### src/rtl/alu_seq_pkg.sv
//------------------------------------------------------------------------------
// alu_seq_pkg
// Shared definitions for the ALU instruction sequencer:
//   - state_t   : control-step states of the sequencer FSM
//   - OP_*      : ALU opcode constants, including OP_INCPC used during fetch
//   - *_MSB/LSB : bit positions of the opcode and register fields in IR
// Optional feature macro used by the sequencer: MEM_WAIT_EN
//------------------------------------------------------------------------------
`timescale 1ns/1ps

package alu_seq_pkg;

  typedef enum logic [2:0] {
    S_IDLE,
    S_T0,
    S_T1,
    S_T2,
    S_T3,
    S_T4,
    S_T5,
    S_DONE
  } state_t;

  localparam logic [4:0] OP_NONE  = 5'b00000;
  localparam logic [4:0] OP_ADD   = 5'b00011;
  localparam logic [4:0] OP_SUB   = 5'b00100;
  localparam logic [4:0] OP_AND   = 5'b00101;
  localparam logic [4:0] OP_OR    = 5'b00110;
  localparam logic [4:0] OP_ROR   = 5'b00111;
  localparam logic [4:0] OP_ROL   = 5'b01000;
  localparam logic [4:0] OP_SHR   = 5'b01001;
  localparam logic [4:0] OP_SHRA  = 5'b01010;
  localparam logic [4:0] OP_SHL   = 5'b01011;
  localparam logic [4:0] OP_INCPC = 5'b11111;

  localparam int OPC_MSB = 31;
  localparam int OPC_LSB = 27;
  localparam int RA_MSB  = 26;
  localparam int RA_LSB  = 23;
  localparam int RB_MSB  = 22;
  localparam int RB_LSB  = 19;
  localparam int RC_MSB  = 18;
  localparam int RC_LSB  = 15;

endpackage

### src/rtl/alu_op_decode.sv
//------------------------------------------------------------------------------
// alu_op_decode
// Combinational legality check for the ALU opcode field of IR.
// Ports:
//   i_opcode : ir[31:27], the instruction opcode
//   o_legal  : 1 when the opcode is one of the ALU operations the sequencer
//              knows how to execute
//------------------------------------------------------------------------------
`timescale 1ns/1ps

module alu_op_decode
  import alu_seq_pkg::*;
(
  input  logic [4:0] i_opcode,
  output logic       o_legal
);

  // Only the nine register-to-register ALU operations are executable; every
  // other code, including the internal IncPC code, is treated as illegal.
  always_comb begin
    o_legal = 1'b0;
    case (i_opcode)
      OP_ADD, OP_SUB, OP_AND, OP_OR, OP_ROR,
      OP_ROL, OP_SHR, OP_SHRA, OP_SHL: o_legal = 1'b1;
      default:                         o_legal = 1'b0;
    endcase
  end

endmodule

### src/rtl/alu_sequencer.sv
//------------------------------------------------------------------------------
// alu_sequencer
// Moore control unit that fetches an instruction and steps a three-register
// ALU operation (Ra <= Rb op Rc) through the datapath in control steps T0-T5.
// Ports:
//   clock        : rising-edge clock
//   clear        : synchronous active-low reset, returns the FSM to IDLE
//   run          : start request, sampled in IDLE and DONE
//   ir           : IR contents (opcode [31:27], Ra [26:23], Rb [22:19],
//                  Rc [18:15])
//   mem_rdy      : memory ready, only present when MEM_WAIT_EN is defined
//   PCout..Zlowout : datapath strobes
//   reg_out_en/sel : drive the selected GPR onto the bus
//   reg_in_en/sel  : load the selected GPR from the bus
//   opcode       : ALU operation code
//   busy         : high in every state except IDLE
//   done         : one-cycle pulse in the completion state
//   illegal      : one-cycle pulse when an unsupported opcode reaches T3
// Optional feature: MEM_WAIT_EN makes T1 wait for mem_rdy before advancing.
//------------------------------------------------------------------------------
`timescale 1ns/1ps

module alu_sequencer
  import alu_seq_pkg::*;
(
  input  logic        clock,
  input  logic        clear,
  input  logic        run,
  input  logic [31:0] ir,
`ifdef MEM_WAIT_EN
  input  logic        mem_rdy,
`endif
  output logic        PCout,
  output logic        MARin,
  output logic        PCin,
  output logic        Read,
  output logic        MDRin,
  output logic        MDRout,
  output logic        IRin,
  output logic        Yin,
  output logic        ZlowIn,
  output logic        Zlowout,
  output logic        reg_out_en,
  output logic [3:0]  reg_out_sel,
  output logic        reg_in_en,
  output logic [3:0]  reg_in_sel,
  output logic [4:0]  opcode,
  output logic        busy,
  output logic        done,
  output logic        illegal
);

  state_t     r_state;
  state_t     w_nextState;
  logic       w_legal;
  logic [4:0] w_irOpcode;
  logic [3:0] w_ra;
  logic [3:0] w_rb;
  logic [3:0] w_rc;
  logic       w_memReady;
  logic       w_unusedIr;

  assign w_irOpcode = ir[OPC_MSB:OPC_LSB];
  assign w_ra       = ir[RA_MSB:RA_LSB];
  assign w_rb       = ir[RB_MSB:RB_LSB];
  assign w_rc       = ir[RC_MSB:RC_LSB];

  // The low IR bits carry no information for ALU instructions; they are
  // folded into a dummy so the whole IR port is visibly consumed.
  assign w_unusedIr = ^ir[RC_LSB-1:0];

  // Without the memory-wait option the fetch read always completes in a
  // single T1 cycle, so the ready condition is simply tied high.
`ifdef MEM_WAIT_EN
  assign w_memReady = mem_rdy;
`else
  assign w_memReady = 1'b1;
`endif

  alu_op_decode u_opDecode (
    .i_opcode (w_irOpcode),
    .o_legal  (w_legal)
  );

  // State register. Reset has priority over everything, so a run request in
  // the same cycle as clear=0 is ignored and an instruction in flight is
  // abandoned without ever reaching its register-write step.
  always_ff @(posedge clock) begin
    if (!clear) begin
      r_state <= S_IDLE;
    end else begin
      r_state <= w_nextState;
    end
  end

  // Next-state and Moore output decode. Every output starts at its inactive
  // value so that each state only has to name the strobes it raises; the
  // register selects and ALU opcode are driven from IR only in the steps
  // that actually use them and are zero everywhere else.
  always_comb begin
    w_nextState = r_state;
    PCout       = 1'b0;
    MARin       = 1'b0;
    PCin        = 1'b0;
    Read        = 1'b0;
    MDRin       = 1'b0;
    MDRout      = 1'b0;
    IRin        = 1'b0;
    Yin         = 1'b0;
    ZlowIn      = 1'b0;
    Zlowout     = 1'b0;
    reg_out_en  = 1'b0;
    reg_out_sel = 4'h0;
    reg_in_en   = 1'b0;
    reg_in_sel  = 4'h0;
    opcode      = OP_NONE;
    busy        = 1'b1;
    done        = 1'b0;
    illegal     = 1'b0;

    case (r_state)
      S_IDLE: begin
        busy = 1'b0;
        if (run) begin
          w_nextState = S_T0;
        end
      end
      S_T0: begin
        PCout       = 1'b1;
        MARin       = 1'b1;
        ZlowIn      = 1'b1;
        opcode      = OP_INCPC;
        w_nextState = S_T1;
      end
      S_T1: begin
        Zlowout = 1'b1;
        PCin    = 1'b1;
        Read    = 1'b1;
        MDRin   = 1'b1;
        if (w_memReady) begin
          w_nextState = S_T2;
        end
      end
      S_T2: begin
        MDRout      = 1'b1;
        IRin        = 1'b1;
        w_nextState = S_T3;
      end
      S_T3: begin
        reg_out_en  = 1'b1;
        reg_out_sel = w_rb;
        Yin         = 1'b1;
        if (w_legal) begin
          w_nextState = S_T4;
        end else begin
          illegal     = 1'b1;
          w_nextState = S_IDLE;
        end
      end
      S_T4: begin
        reg_out_en  = 1'b1;
        reg_out_sel = w_rc;
        opcode      = w_irOpcode;
        ZlowIn      = 1'b1;
        w_nextState = S_T5;
      end
      S_T5: begin
        Zlowout     = 1'b1;
        reg_in_en   = 1'b1;
        reg_in_sel  = w_ra;
        w_nextState = S_DONE;
      end
      S_DONE: begin
        done = 1'b1;
        if (run) begin
          w_nextState = S_T0;
        end else begin
          w_nextState = S_IDLE;
        end
      end
      default: begin
        busy        = 1'b0;
        w_nextState = S_IDLE;
      end
    endcase
  end

endmodule

### config.mk
export PLATFORM = sky130hd
export DESIGN_NAME = alu_sequencer
export DESIGN_NICKNAME = d
export VERILOG_FILES = /design/src/rtl/alu_seq_pkg.sv /design/src/rtl/alu_op_decode.sv /design/src/rtl/alu_sequencer.sv
export SDC_FILE = /design/constraint.sdc
export NUM_CORES = 1
export LEC_CHECK = 0
export CAP_MARGIN = 10
export CORE_AREA = 2 2 49 51
export DETAILED_ROUTE_END_ITERATION = 8
export DIE_AREA = 0 0 51 53
export MAX_ROUTING_LAYER = met4
export PLACE_DENSITY = 0.72
export SYNTH_ARGS = -nofsm -noshare
export SYNTH_HDL_FRONTEND = slang
export SYNTH_HIERARCHICAL = 1
export SYNTH_SLANG_ARGS = --single-unit
### constraint.sdc
create_clock -name clock -period 1.2 [get_ports clock]
set_input_delay 0.3 -clock clock [delete_from_list [all_inputs] [get_ports clock]]
set_output_delay 0.3 -clock clock [all_outputs]
set_load 0.005 [all_outputs]
==> qor.yml <==
cp_max_fo: 5
io_pins: 63
synth.most_common_cell: "inv_1"
crit_slowest_cell: "dfxtp_4"
startpoint: "r_state[1]"
dp_slack_ns: -0.783
setup_viol: 28
rows: 17
wl_per_cell_um: 10.7
crit_end: "reg_in_sel[1]"
synthTopCellsByArea: "dfxtp_1 (15%), mux2i_1 (12%), a211oi_2 (9.1%), buf_4 (9.1%), inv_1 (8.2%)"
antenna_found_initial: 0
syn-num-nets: 95
overflow: 0
async_reset_ff_share_pct: 0
die_y_um: 53
fin_area_sq_um: 1040
status: "complete, but fails checks"
maxSlewViolCount: 0
n_antenna_cell: 0
cts_tree: "done"
ctsRootBufferMaster: "clkbuf_4"
dieArea_sq_um: 2700
power_leakage_uw: 0.000532
placed_cell_area_sq_um: 966
fmax_mhz: 656
rsz0062_at_grt: "true"
cts_inserted_buffers: 3
port_buffers: 47
antenna_left: 0
cp_common_cell: "buf_6"
hold_path.startpoint: "r_state[1]"
synth_edf_count: 0
top_regs: "r_state: 3 flops"
cp-start-kind: "register"
grt_pass1_vias: 656
grt_start_max_net_pins: 16
fin_crit_ns: 1.52
r2r-start: "r_state[1]"
drc: 0
drt_iter0_markers: 3
layout_setup_ws_ns: -0.325
coreArea_sq_um: 2150
cp.required_ns: 0.90
ctsHoldBuffers: 0
largest_reg_flops: 3
viasPerCell: 4.28
worstSetupEndpointType: "output pin"
cts.path.max_buffers: 2
tns_ns: -6.71
grt_pass1_wl_mm: 2.50
synth_common_cells: "inv_1 (9), nor2_1 (6)"
initial_core_util_pct: 19.2
powerDensity_nw_per_um2: 646
yosysUniqueCellTypes: 20
max_stage_delay_ns: 0.33
r2r-end: "r_state[1]"
clkTransAtPathRegs_ns: 0.04
drt_pass1_iterations: 4
holdCritPathClass: "reg2reg"
slew_headroom_pct: 83.3
max_cap_viol_count: 0
fillers: 223
ys_seq_area_share_pct: 14.5
place_congestion: 0.692
ir_worst_vdd_uv: 359
fin_crit_sh_pct: 127
violations: "setup timing"
htree_levels: 1
grt.total_usage_pct: 12.7
path_class: "reg2out"
yosysWarnings: 6
drive_above_1_share_pct: 62.8
final_nets: 157
cp.arrival_ns: 1.22
synth_area_sq_um: 413
worst_pin_slew_ns: 0.250
routed-via-count: 637
yosysTopAreaCell: "dfxtp_1"
ys_ff_latch: 3
skew_ns: 0.00319
reg2reg_slack_ns: 0.11
syn_avg_cell_area_sq_um: 6.88
finalHoldViolCount: 0
yosysTopAreaCellShare_pct: 14.5
synth_cells: 60
cp_cell_sequence: "nor2b_1, buf_4, buf_6, and3_4, buf_6"
routed_wl_mm: 1.60
rr_worst_depth: 5
clkSinkCount: 3
dp_hpwl_mm: 1.16
clkLatencyLatePin_ns: 0.24
synth_top_flop_cell: "dfxtp_1"
total_power_uw: 674
largest_register: "r_state"
synthToLayoutAreaGrowth_pct: 152
die-width_um: 51
## power by group
group | internal (uW) | leakage, uW | switching, uW
Combinational | 228 | 0.000490 | 146
Clock | 125 | 0.0000150 | 55.9
Sequential | 110 | 0.0000264 | 8.95
## stage by stage
step / utilization [%] / hold WS (ns) / instances
floorplan: - / 0.418 / 60
global placement: 45.0 / 0.628 / 139
detailed placement: 45.0 / 0.642 / 139
CTS: 48.1 / 0.623 / 149
global route: 48.5 / 0.654 / 149
finish: 48.5 / 0.630 / 149
## kinds of logic after synthesis
kind of cell | Yosys count | share of synthesized area [%]
muxes | 5 | 12.1
buffers and inverters | 18 | 22.1
and+or+nand+nor | 21 | 27.9
AOI/OAI and AO/OA | 13 | 23.3
DFF | 3 | 14.5
## area by class of cell
cell class              count  area [sq um]  area share, %
clock buffers               4          26.3           2.52
inverters                   9          33.8           3.24
multi-input cells          39           344           33.0
flip-flops and latches      3          68.8           6.60
well taps                  28          35.0           3.36
repair buffers             66           534           51.3
## cells in the final DEF, fill, tap and decap left out, types with 3 or more instances in the layout
| cell type | n |
|---|---|
| buf_2 | 21 |
| clkdlybuf4s50_1 | 14 |
| buf_4 | 13 |
| buf_6 | 11 |
| inv_1 | 7 |
| a21oi_2 | 5 |
| mux2i_1 | 5 |
| nor2_1 | 3 |
| and3_4 | 3 |
| clkbuf_4 | 3 |
| clkdlybuf4s15_2 | 3 |
## worst max-delay path, delay by kind of cell (launching register included)
kind | cells | cell delay, ns
buffers and inverters | 3 | 0.36
AND/OR/NAND/NOR | 2 | 0.29
flip-flops | 1 | 0.33
## metal layers
metal	share of wire [%]	wire [um]	track usage, %
met5	0	0	-
met4	0	0	4.05
met3	14	220	5.08
met2	54	866	25.8
met1	32	514	10.3
## worst min-delay path by stage
stage / cells past startpoint / to / slack [ns]
after floorplan: 1 / r_state[1] / 0.42
after global placement: 3 / r_state[0] / 0.63
after detailed placement: 3 / r_state[0] / 0.64
after CTS: 3 / r_state[0] / 0.62
after global routing: 3 / r_state[0] / 0.65
final: 3 / r_state[0] / 0.63
## repair_timing
| item | 4_1_cts | 5_1_grt |
|---|---|---|
| endpoints found under the hold margin | 0 | 0 |
| pin swaps | 11 | 11 |
| setup endpoints to repair | 30 | 30 |
| resized for setup | 151 | 6 |
| setup buffers | 6 | 0 |
Power figures use the tool's default switching activity.
